<file path="config.mk">
export PLATFORM = sky130hd
export DESIGN_NAME = menu_controller
export DESIGN_NICKNAME = d
export VERILOG_FILES = /design/src/rtl/menu_pkg.sv /design/src/rtl/menu_controller_button_pulse.sv /design/src/rtl/menu_controller.sv
export SDC_FILE = /design/constraint.sdc
export NUM_CORES = 1
export LEC_CHECK = 0
export CAP_MARGIN = 10
export CORE_ASPECT_RATIO = 0.75
export CORE_MARGIN = 2
export CORE_UTILIZATION = 64
export CTS_BUF_LIST = sky130_fd_sc_hd__clkbuf_16
export CTS_CLUSTER_DIAMETER = 50
export DETAILED_ROUTE_END_ITERATION = 12
export PLACE_DENSITY = 0.88
export SYNTH_ARGS = -nofsm -noshare
export SYNTH_HDL_FRONTEND = slang
export SYNTH_HIERARCHICAL = 1
export SYNTH_SLANG_ARGS = --single-unit
export TNS_END_PERCENT = 10
</file>
<file path="constraint.sdc">
create_clock -name clk -period 7.3 [get_ports clk]
set_input_delay 0.73 -clock clk [delete_from_list [all_inputs] [get_ports clk]]
set_output_delay 0.73 -clock clk [all_outputs]
set_load 0.05 [all_outputs]
</file>
<file path="src/rtl/menu_pkg.sv">
// Shared encodings, field limits and helpers for the settings menu.
package menu_pkg;

    typedef enum logic [3:0] {
        ST_TEMP   = 4'd0,
        ST_HUM    = 4'd1,
        ST_TIME_H = 4'd2,
        ST_TIME_M = 4'd3,
        ST_SUN_H  = 4'd4,
        ST_SUN_M  = 4'd5
    } menu_state_e;

    localparam menu_state_e ST_LAST = ST_SUN_M;

    localparam logic [7:0] HUM_MAX  = 8'd99;
    localparam logic [4:0] HOUR_MAX = 5'd23;
    localparam logic [5:0] MIN_MAX  = 6'd59;

    // Width of a counter able to hold the larger of the two repeat intervals.
    function automatic int rpt_cnt_width(input int delay, input int rate);
        int m;
        m = (delay > rate) ? delay : rate;
        return $clog2(m + 1);
    endfunction

    // Hour field step with 23<->0 wrap.
    function automatic logic [4:0] wrap_hour(input logic [4:0] v, input logic up);
        if (up) return (v >= HOUR_MAX) ? 5'd0 : v + 5'd1;
        else    return (v == 5'd0) ? HOUR_MAX : v - 5'd1;
    endfunction

    // Minute field step with 59<->0 wrap.
    function automatic logic [5:0] wrap_min(input logic [5:0] v, input logic up);
        if (up) return (v >= MIN_MAX) ? 6'd0 : v + 6'd1;
        else    return (v == 6'd0) ? MIN_MAX : v - 6'd1;
    endfunction

endpackage

</file>
<file path="src/rtl/menu_controller_button_pulse.sv">
// Raw push-button to step pulse: 2-flop synchronizer, rising-edge detect,
// optional hold-to-repeat. The synchronizer resets to "pressed" so a button
// held through reset has to be released before it can produce a pulse.
// clr cancels the current hold: counters clear and the button stays blocked
// until it is released. pulse is combinational from local flops so the
// consumer's register update lands on the 3rd clock edge after the press.
module button_pulse
    import menu_pkg::*;
#(
    parameter bit REPEAT_EN    = 1'b0,
    parameter int REPEAT_DELAY = 12500000,
    parameter int REPEAT_RATE  = 2500000
) (
    input  logic clk,
    input  logic rst_n,
    input  logic btn,
    input  logic clr,
    output logic pulse,
    output logic held
);

    localparam int CW = rpt_cnt_width(REPEAT_DELAY, REPEAT_RATE);

    logic r_s1, r_s2, r_s3;
    logic r_blk;
    logic w_edge;

    // Synchronizer plus one delayed copy for edge detection.
    always_ff @(posedge clk or negedge rst_n) begin
        if (!rst_n) begin
            r_s1 <= 1'b1;
            r_s2 <= 1'b1;
            r_s3 <= 1'b1;
        end else begin
            r_s1 <= btn;
            r_s2 <= r_s1;
            r_s3 <= r_s2;
        end
    end

    // Block flag: set by clr while held (or by reset), released when the button is.
    always_ff @(posedge clk or negedge rst_n) begin
        if (!rst_n) begin
            r_blk <= 1'b1;
        end else if (!r_s2) begin
            r_blk <= 1'b0;
        end else if (clr) begin
            r_blk <= 1'b1;
        end
    end

    assign w_edge = r_s2 & ~r_s3 & ~r_blk;
    assign held   = r_s2;

    if (REPEAT_EN) begin : g_rpt
        logic [CW-1:0] r_cnt;
        logic          r_rep;
        logic          w_fire;

        // r_cnt counts cycles since the press (first phase) or since the last repeat.
        assign w_fire = r_s2 & ~r_blk &
                        (r_rep ? (r_cnt == CW'(REPEAT_RATE)) : (r_cnt == CW'(REPEAT_DELAY)));

        // Hold-time counter for auto-repeat.
        always_ff @(posedge clk or negedge rst_n) begin
            if (!rst_n) begin
                r_cnt <= '0;
                r_rep <= 1'b0;
            end else if (!r_s2 || r_blk || clr) begin
                r_cnt <= '0;
                r_rep <= 1'b0;
            end else if (w_fire) begin
                r_cnt <= CW'(1);
                r_rep <= 1'b1;
            end else begin
                r_cnt <= r_cnt + CW'(1);
            end
        end

        assign pulse = w_edge | w_fire;
    end else begin : g_norpt
        assign pulse = w_edge;
    end

endmodule

</file>
<file path="src/rtl/menu_controller.sv">
// Settings menu sequencer: cursor over six fields, button-driven edits of
// setpoints, and a running time of day advanced by minute_tick.
module menu_controller
    import menu_pkg::*;
#(
    parameter int REPEAT_DELAY      = 12500000,
    parameter int REPEAT_RATE       = 2500000,
    parameter int TEMP_MIN          = 40,
    parameter int TEMP_MAX          = 120,
    parameter int TEMP_DEFAULT      = 75,
    parameter int HUM_DEFAULT       = 50,
    parameter int SUNRISE_H_DEFAULT = 6
) (
    input  logic        clk,
    input  logic        rst_n,
    input  logic        btn_next,
    input  logic        btn_prev,
    input  logic        btn_up,
    input  logic        btn_down,
    input  logic        minute_tick,
    output logic [3:0]  state,
    output logic [11:0] set_temp,
    output logic [7:0]  set_hum,
    output logic [4:0]  time_hours,
    output logic [5:0]  time_minutes,
    output logic [4:0]  sunrise_hours,
    output logic [5:0]  sunrise_minutes
);

    localparam logic [11:0] L_TEMP_MIN = 12'(TEMP_MIN);
    localparam logic [11:0] L_TEMP_MAX = 12'(TEMP_MAX);

    logic w_next_p, w_prev_p, w_up_p, w_dn_p;
    logic w_next_held, w_prev_held, w_up_held, w_dn_held;
    logic w_next_mv, w_prev_mv, w_cursor_mv;
    logic w_both, w_clr_rpt;
    logic w_step_up, w_step_dn, w_step_any, w_tick_ok;

    menu_state_e r_state, w_state_next;
    logic [11:0] r_temp, w_temp_n;
    logic [7:0]  r_hum, w_hum_n;
    logic [4:0]  r_th, w_th_n, r_sh, w_sh_n;
    logic [5:0]  r_tm, w_tm_n, r_sm, w_sm_n;

    button_pulse #(.REPEAT_EN(1'b0), .REPEAT_DELAY(REPEAT_DELAY), .REPEAT_RATE(REPEAT_RATE)) u_next (
        .clk(clk), .rst_n(rst_n), .btn(btn_next), .clr(1'b0), .pulse(w_next_p), .held(w_next_held));
    button_pulse #(.REPEAT_EN(1'b0), .REPEAT_DELAY(REPEAT_DELAY), .REPEAT_RATE(REPEAT_RATE)) u_prev (
        .clk(clk), .rst_n(rst_n), .btn(btn_prev), .clr(1'b0), .pulse(w_prev_p), .held(w_prev_held));
    button_pulse #(.REPEAT_EN(1'b1), .REPEAT_DELAY(REPEAT_DELAY), .REPEAT_RATE(REPEAT_RATE)) u_up (
        .clk(clk), .rst_n(rst_n), .btn(btn_up), .clr(w_clr_rpt), .pulse(w_up_p), .held(w_up_held));
    button_pulse #(.REPEAT_EN(1'b1), .REPEAT_DELAY(REPEAT_DELAY), .REPEAT_RATE(REPEAT_RATE)) u_down (
        .clk(clk), .rst_n(rst_n), .btn(btn_down), .clr(w_clr_rpt), .pulse(w_dn_p), .held(w_dn_held));

    // Opposing buttons held together cancel each other.
    assign w_next_mv   = w_next_p & ~w_prev_held;
    assign w_prev_mv   = w_prev_p & ~w_next_held;
    assign w_cursor_mv = w_next_mv | w_prev_mv;
    assign w_both      = w_up_held & w_dn_held;
    assign w_clr_rpt   = w_cursor_mv | w_both;
    assign w_step_up   = w_up_p & ~w_both;
    assign w_step_dn   = w_dn_p & ~w_both;
    assign w_step_any  = w_step_up | w_step_dn;
    // An edit of the clock fields overrides a simultaneous minute tick.
    assign w_tick_ok   = minute_tick &
                         ~(w_step_any & ((r_state == ST_TIME_H) | (r_state == ST_TIME_M)));

    // Cursor state register.
    always_ff @(posedge clk or negedge rst_n) begin
        if (!rst_n) r_state <= ST_TEMP;
        else        r_state <= w_state_next;
    end

    // Cursor next state: wrap in both directions.
    always_comb begin
        w_state_next = r_state;
        if (w_next_mv) begin
            w_state_next = (r_state == ST_LAST) ? ST_TEMP : menu_state_e'(r_state + 4'd1);
        end else if (w_prev_mv) begin
            w_state_next = (r_state == ST_TEMP) ? ST_LAST : menu_state_e'(r_state - 4'd1);
        end
    end

    // Field next values: minute tick first, then the step on the old cursor field.
    always_comb begin
        w_temp_n = r_temp;
        w_hum_n  = r_hum;
        w_th_n   = r_th;
        w_tm_n   = r_tm;
        w_sh_n   = r_sh;
        w_sm_n   = r_sm;
        if (w_tick_ok) begin
            w_tm_n = wrap_min(r_tm, 1'b1);
            if (r_tm >= MIN_MAX) w_th_n = wrap_hour(r_th, 1'b1);
        end
        if (w_step_any) begin
            case (r_state)
                ST_TEMP: begin
                    if (w_step_up) w_temp_n = (r_temp >= L_TEMP_MAX) ? L_TEMP_MAX : r_temp + 12'd1;
                    else           w_temp_n = (r_temp <= L_TEMP_MIN) ? L_TEMP_MIN : r_temp - 12'd1;
                end
                ST_HUM: begin
                    if (w_step_up) w_hum_n = (r_hum >= HUM_MAX) ? HUM_MAX : r_hum + 8'd1;
                    else           w_hum_n = (r_hum == 8'd0) ? 8'd0 : r_hum - 8'd1;
                end
                ST_TIME_H: w_th_n = wrap_hour(r_th, w_step_up);
                ST_TIME_M: w_tm_n = wrap_min(r_tm, w_step_up);
                ST_SUN_H:  w_sh_n = wrap_hour(r_sh, w_step_up);
                ST_SUN_M:  w_sm_n = wrap_min(r_sm, w_step_up);
                default:   w_temp_n = r_temp;
            endcase
        end
    end

    // Field registers.
    always_ff @(posedge clk or negedge rst_n) begin
        if (!rst_n) begin
            r_temp <= 12'(TEMP_DEFAULT);
            r_hum  <= 8'(HUM_DEFAULT);
            r_th   <= 5'd0;
            r_tm   <= 6'd0;
            r_sh   <= 5'(SUNRISE_H_DEFAULT);
            r_sm   <= 6'd0;
        end else begin
            r_temp <= w_temp_n;
            r_hum  <= w_hum_n;
            r_th   <= w_th_n;
            r_tm   <= w_tm_n;
            r_sh   <= w_sh_n;
            r_sm   <= w_sm_n;
        end
    end

    assign state           = r_state;
    assign set_temp        = r_temp;
    assign set_hum         = r_hum;
    assign time_hours      = r_th;
    assign time_minutes    = r_tm;
    assign sunrise_hours   = r_sh;
    assign sunrise_minutes = r_sm;

endmodule

</file>
==> reports/metrics.yaml, run 1 <==
drc: 0
synth_cells: 771
nFillCells: 788
grt_pass1_wl_mm: 28.0
syn2layout_area_growth_pct: 11.6
first_pass_iters: 7
overflow: 0
p_leak_uw: 0.00290
clkSinkCount: 112
io_pins: 53
cts-hold-fix-buffers: 0
rows: 33
grtUsageTotal_pct: 28.8
antenna_found_initial: 0
ant_nets: 0
num_vias: 6292
hold_viol: 0
dieArea_um2: 11800
crit_chain: "inv_1 -> ha_1 -> or4bb_1 -> nor4_1 -> o2111ai_1 -> o21ai_0 -> a2bb2oi_1 -> nand3_1 -> or4_1 -> o211ai_1 -> o41ai_1"
grt_max_degree: 81
path_clk_slew_ns: 0.07
synth_ff_type: "dfrtp_1"
synth-edff-count: 0
post_cts_buffers: 0
drt_wl_total_mm: 16.5
ys_ff_latch: 112
ys_seq_area_share_pct: 40.5
grt_pass1_vias: 5802
core_um2: 10800
htreeDepth: 3
synth_cell_types: 74
netlist_area_um2: 6990
register_area_um2: 2830
layout_setup_ws_ns: 3.72
fp.dieH_um: 94.5
final_cell_count_no_fill: 936
critical_path.max_fanout: 17
slew_viol_final: 0
wire_per_inst_um: 17.6
vias_per_cell: 6.72
slew_headroom_pct: 32.8
maxCapViolCount: 0
crit_path_end_kind: "flop"
cp_top_family: "simple AND/OR/NAND/NOR gates"
worst_pin_slew_ns: 1.01
multi_input_area_um2: 3840
clkLatencyLatePin_ns: 0.35
die_x_um: 125
clockRootBuffer: "clkbuf_16"
fin_crit_ns: 3.58
criticalPathCategory: "reg -> reg"
layout_common_cells: "dfrtp_1 (87), nor3_1 (59), o21ai_0 (55)"
cp.buffers_inverters: 1
hpwl_mm: 11.4
reg2reg_slack_ns: 3.72
final_nets: 818
fin_skew_ns: 0.00674
p_per_area_nw_per_um2: 353
max_freq_mhz: 279
fin_setup_tns_ns: 0
start_util_pct: 64.9
cts_resized: 0
syn_avg_cell_area_um2: 9.07
pre_cts_ws_ns: 3.80
drive_above_1_share_pct: 9.80
first_iter_violations: 709
final_common_cell: "dfrtp_1"
cts_tree: "built"
port_buffers: 52
ir_drop_v: 0.000291
cpMaxStageDelayCell: "or4_1"
start_kind: "flop"
dpl.cell_count: 920
run_status: "finished clean"
antenna_cells: 0
cp.arrival_ns: 3.78
max_stage_delay_ns: 0.64
fin_crit_sh_pct: 49.1
gp_congestion: 0.917
cts_buffers: 9
finalSetupViolCount: 0
hold_class: "in -> async"
cts_max_path_buffers: 2
ys_warn_count: 6
async_reset_ff_share_pct: 100
required_ns: 7.50
rsz0062_at_grt: "no"
stage by stage:
step	hold slack, ns	total power (uW)	utilization, %	area, um2
6_report	0.308	2750	72.4	7800
5_1_grt	0.338	2900	72.4	7800
4_1_cts	0.318	2740	72.4	7800
3_5_place_dp	0.347	2240	69.6	7500
3_3_place_gp	0.345	2200	69.6	7500
2_1_floorplan	0.345	1860	-	7000
sequential cells by signal (all words and copies together), names as in the netlist, 4 cells and up:
signal,cells
set_hum,8
u_up/g_rpt.r_cnt,24
u_down/g_rpt.r_cnt,24
set_temp,12
time_hours,5
sunrise_hours,5
time_minutes,6
state,4
sunrise_minutes,6
where the power goes:
group          switching (uW)  internal (uW)
clock                     226            266
sequential                273            753
combinational             783            449
total                    1280           1470
layout make-up:
class / instances / area share (%)
clock inverter: 7 / 0.914
inverter: 33 / 1.59
clock buffer: 9 / 2.89
tap: 140 / 2.25
timing repair buffer: 54 / 6.83
sequential: 112 / 36.3
multi-input combinational: 581 / 49.2
routing by layer:
layer  track usage (%)  wire length [um]  up-vias
met5                 0                 0        -
met4              8.61               350        0
met3              6.01              1210       46
met2              45.5              7550      315
met1              40.6              7380     2999
li1                  -                 -     2932
worst reg2reg max path: cells and delay by family, from the launching register on:
family	cells	cell delay [ns]
AOI/OAI and AO/OA	5	0.95
adders and majority gates	1	0.13
buffers and inverters	1	0.08
DFF	1	0.44
and+or+nand+nor	4	1.84
cells in the mapped netlist, drive strengths merged, types with 5 or more instances:
cell,n,share of area (%)
buf,18,1.4
nor3b,5,0.68
dfrtp,87,31
a221oi,6,0.75
xnor2,29,3.6
xor2,12,1.5
o211ai,7,0.75
a21o,5,0.54
ha,20,3.6
nor3,61,4.5
or4,12,1.3
and3,16,1.4
nand3b,8,0.86
o41ai,5,0.63
nand2b,8,0.72
nand2,50,2.7
o31ai,5,0.54
clkbuf,28,1.5
o22ai,6,0.54
o21a,6,0.64
or3,23,2.1
nand4,11,1.2
inv,33,1.8
a211oi,21,3.3
a21oi,42,3.0
dfstp,25,9.4
a31oi,6,0.54
o221ai,8,1.0
o21ai,58,4.2
nand3,37,2.6
nor4,17,1.6
nor2,32,1.7
worst paths after layout:
path | startpoint | to | depth (start not counted)
min in group clk | u_next/r_s1$_DFF_PN1_ | u_next/held$_DFF_PN1_ | 0
hold / removal | rst_n | u_down/g_rpt.r_rep$_DFFE_PN0P_ | 1
setup / recovery | u_up/g_rpt.r_cnt[0]$_DFF_PN0_ | set_temp[9]$_DFFE_PN0P_ | 11
hold reg to reg | u_next/r_s1$_DFF_PN1_ | u_next/held$_DFF_PN1_ | 0
setup reg to reg | u_up/g_rpt.r_cnt[0]$_DFF_PN0_ | set_temp[9]$_DFFE_PN0P_ | 11
max in group asynchronous | rst_n | u_up/g_rpt.r_cnt[6]$_DFF_PN0_ | 2
cells by family after synthesis:
group | synth area share [%]
simple gates | 24.2
compound gates | 20.9
flops | 40.5
buf+inv | 4.69
xor+xnor | 5.14
fa+ha+maj | 3.58
mux | 0.895
other cells | 0.0536
Power figures use the tool's default switching activity.
==> inputs of run 2 (changes only) <==
CORE_UTILIZATION = 54   (was 64)
PLACE_DENSITY = 0.79   (was 0.88)
clock period = 3 ns   (was 7.3 ns; I/O delays follow)
==> reports/metrics.yaml, run 2 (synthesized netlist as in run 1, its figures left out) <==
run_status: "complete, but fails checks"
violations: "negative setup slack"
grtUsageTotal_pct: 26.5  # -2.3 points
start_kind: "flop"
hpwl_mm: 12.3  # +8.1%
maxCapViolCount: 0  # unchanged
crit_cells: 12  # +1
cts_max_path_buffers: 2  # unchanged
port_buffers: 52  # unchanged
cts_buffers: 9  # unchanged
first_pass_iters: 5  # -2
fin_crit_sh_pct: 103  # +54 points
cp.buffers_inverters: 2  # +1
cpMaxStageDelayCell: "or4bb_4"
first_iter_violations: 610  # -14%
io_pins: 53  # unchanged
ir_drop_v: 0.000677  # +130%
drt_wl_total_mm: 18.5  # +12%
p_per_area_nw_per_um2: 805  # +130%
die_x_um: 135  # +8.6%
critical_path.max_fanout: 8  # -9
pre_cts_ws_ns: -0.120  # -3.92 ns
hold_viol: 0  # unchanged
slew_viol_final: 0  # unchanged
clkSinkCount: 112  # unchanged
start_util_pct: 56.2  # -8.7 points
dpl.cell_count: 990  # +7.6%
layout_common_cells: "dfrtp_1 (87), nor3_1 (58), clkdlybuf4s50_1 (51)"
seqPwrFrac_pct: 36.1  # -1.2 points
syn2layout_area_growth_pct: 22.5
grt_pass1_wl_mm: 30.1  # +7.7%
total_power_uw: 6900  # +150%
cp.arrival_ns: 3.35  # -0.43 ns
path_clk_slew_ns: 0.08  # about the same
max_freq_mhz: 324  # +16%
htreeDepth: 3  # unchanged
clkLatencyLatePin_ns: 0.36  # about the same
finalSetupViolCount: 1  # +1
final_nets: 872  # +6.6%
rsz0062_at_grt: "yes"
antenna_cells: 0  # unchanged
grt_max_degree: 61  # -25%
fin_setup_tns_ns: -0.0910  # -0.0910 ns
criticalPathCategory: "reg -> reg"
pwr-share-comb_pct: 45.8  # +1.0 points
grt_pass1_vias: 6227  # +7.3%
vias_per_cell: 6.44  # -4.2%
p_leak_uw: 0.00326  # +13%
clockRootBuffer: "clkbuf_16"
final_cell_count_no_fill: 1016  # +8.5%
p_switching_uw: 3230  # +150%
clkPwrFrac_pct: 18.1  # +0.2 points
r2r_cells: 12  # +1
crit_path_end_kind: "flop"
cts_tree: "built"
gp_congestion: 0.961  # +4.8%
rows: 35  # +6.1%
fin_crit_ns: 3.09  # -0.490 ns
drive_above_1_share_pct: 19.8  # +10 points
max_stage_delay_ns: 0.47  # -0.17 ns
wire_per_inst_um: 18.2  # +3.4%
cts-hold-fix-buffers: 0  # unchanged
core_um2: 12400  # +15%
required_ns: 3.26  # -4.24 ns
p_int_uw: 3670  # +150%
cp_top_family: "simple AND/OR/NAND/NOR gates"
fin_skew_ns: 0.0103  # +0.00353 ns
overflow: 0  # unchanged
worst_pin_slew_ns: 0.762  # -0.246 ns
antenna_found_initial: 0  # unchanged
hold_class: "in -> async"
num_vias: 6542  # +4.0%
slew_headroom_pct: 49.2  # +16 points
nFillCells: 947  # +20%
ant_nets: 0  # unchanged
fp.dieH_um: 103  # +8.5%
drc: 0  # unchanged
dieArea_um2: 13900  # +18%
switching_share_pct: 46.8  # +0.17 points
layout_setup_ws_ns: -0.0910  # -3.81 ns
crit_chain: "inv_1 -> ha_1 -> or4bb_4 -> nor4_4 -> o2111ai_2 -> o21ai_2 -> buf_6 -> a21bo_4 -> or3_4 -> o21ai_0 -> a21oi_1 -> o21ai_1"
final_common_cell: "dfrtp_1"
[run 2: changes by cell type in the layout (fill, tap and decap cells not counted), moves of 4 or more]
cell | before | now
buf_6 | 0 | 6
o21ai_0 | 55 | 45
o21ai_1 | 3 | 10
nor4_4 | 0 | 4
buf_4 | 3 | 48
[run 2: power by group through the flow]
stage | registers (uW) | clock network, uW | logic, uW
after detailed placement | 2490 | 0 | 3010
after CTS | 2460 | 1260 | 3030
after floorplan | 3070 | 0 | 1460
final | 2490 | 1250 | 3160
after global routing | 2570 | 1330 | 3410
after global placement | 2450 | 0 | 2950
[run 2: final timing paths]
kind                       slack, ns                           from                               end
hold / removal                  0.02                          rst_n  u_down/g_rpt.r_cnt[15]$_DFF_PN0_
max in group asynchronous       2.18                          rst_n      sunrise_hours[1]$_DFFE_PN1P_
hold reg to reg                 0.36          u_down/r_s1$_DFF_PN1_             u_down/held$_DFF_PN1_
setup reg to reg               -0.09  u_up/g_rpt.r_cnt[0]$_DFF_PN0_            set_hum[6]$_DFFE_PN0P_
min in group clk                0.34                         btn_up               u_up/r_s1$_DFF_PN1_
setup / recovery               -0.09  u_up/g_rpt.r_cnt[0]$_DFF_PN0_            set_hum[6]$_DFFE_PN0P_
[run 2: metrics by stage]
step                hold WS (ns)  utilization, %  cell area [um2]
floorplan                0.00441               -             7000
global route              0.0839            68.9             8570
finish                    0.0223            68.9             8570
detailed placement         0.348            63.5             7900
CTS                       0.0518            66.4             8260
global placement           0.346            63.5             7900
[run 2: layout make-up]
class                   instances  area (um2)  share of cell area (%)
clock buffers                   9         225                    2.63
clock inverters                 7        78.8                   0.920
inverters                      33         124                    1.45
multi-input cells             581        4100                    47.8
flip-flops and latches        112        2830                    33.1
well taps                     166         208                    2.42
repair buffers                108        1000                    11.7
[run 2: metal layers]
layer | GRT usage, % | vias up | part of all wire, %
met5 | 0 | - | 0
met4 | 5.61 | 0 | 0.84
met3 | 5.60 | 18 | 7.6
met2 | 43.7 | 310 | 48
met1 | 36.9 | 3174 | 44
li1 | - | 3040 | -
[run 2: timing repair]
| action | 4_1_cts | 5_1_grt |
|---|---|---|
| pin swaps | 0 | 21 |
| setup endpoints to repair | 23 | 42 |
| resized for setup | 11 | 53 |
| gates cloned | 0 | 1 |
| buffers inserted | 0 | 9 |
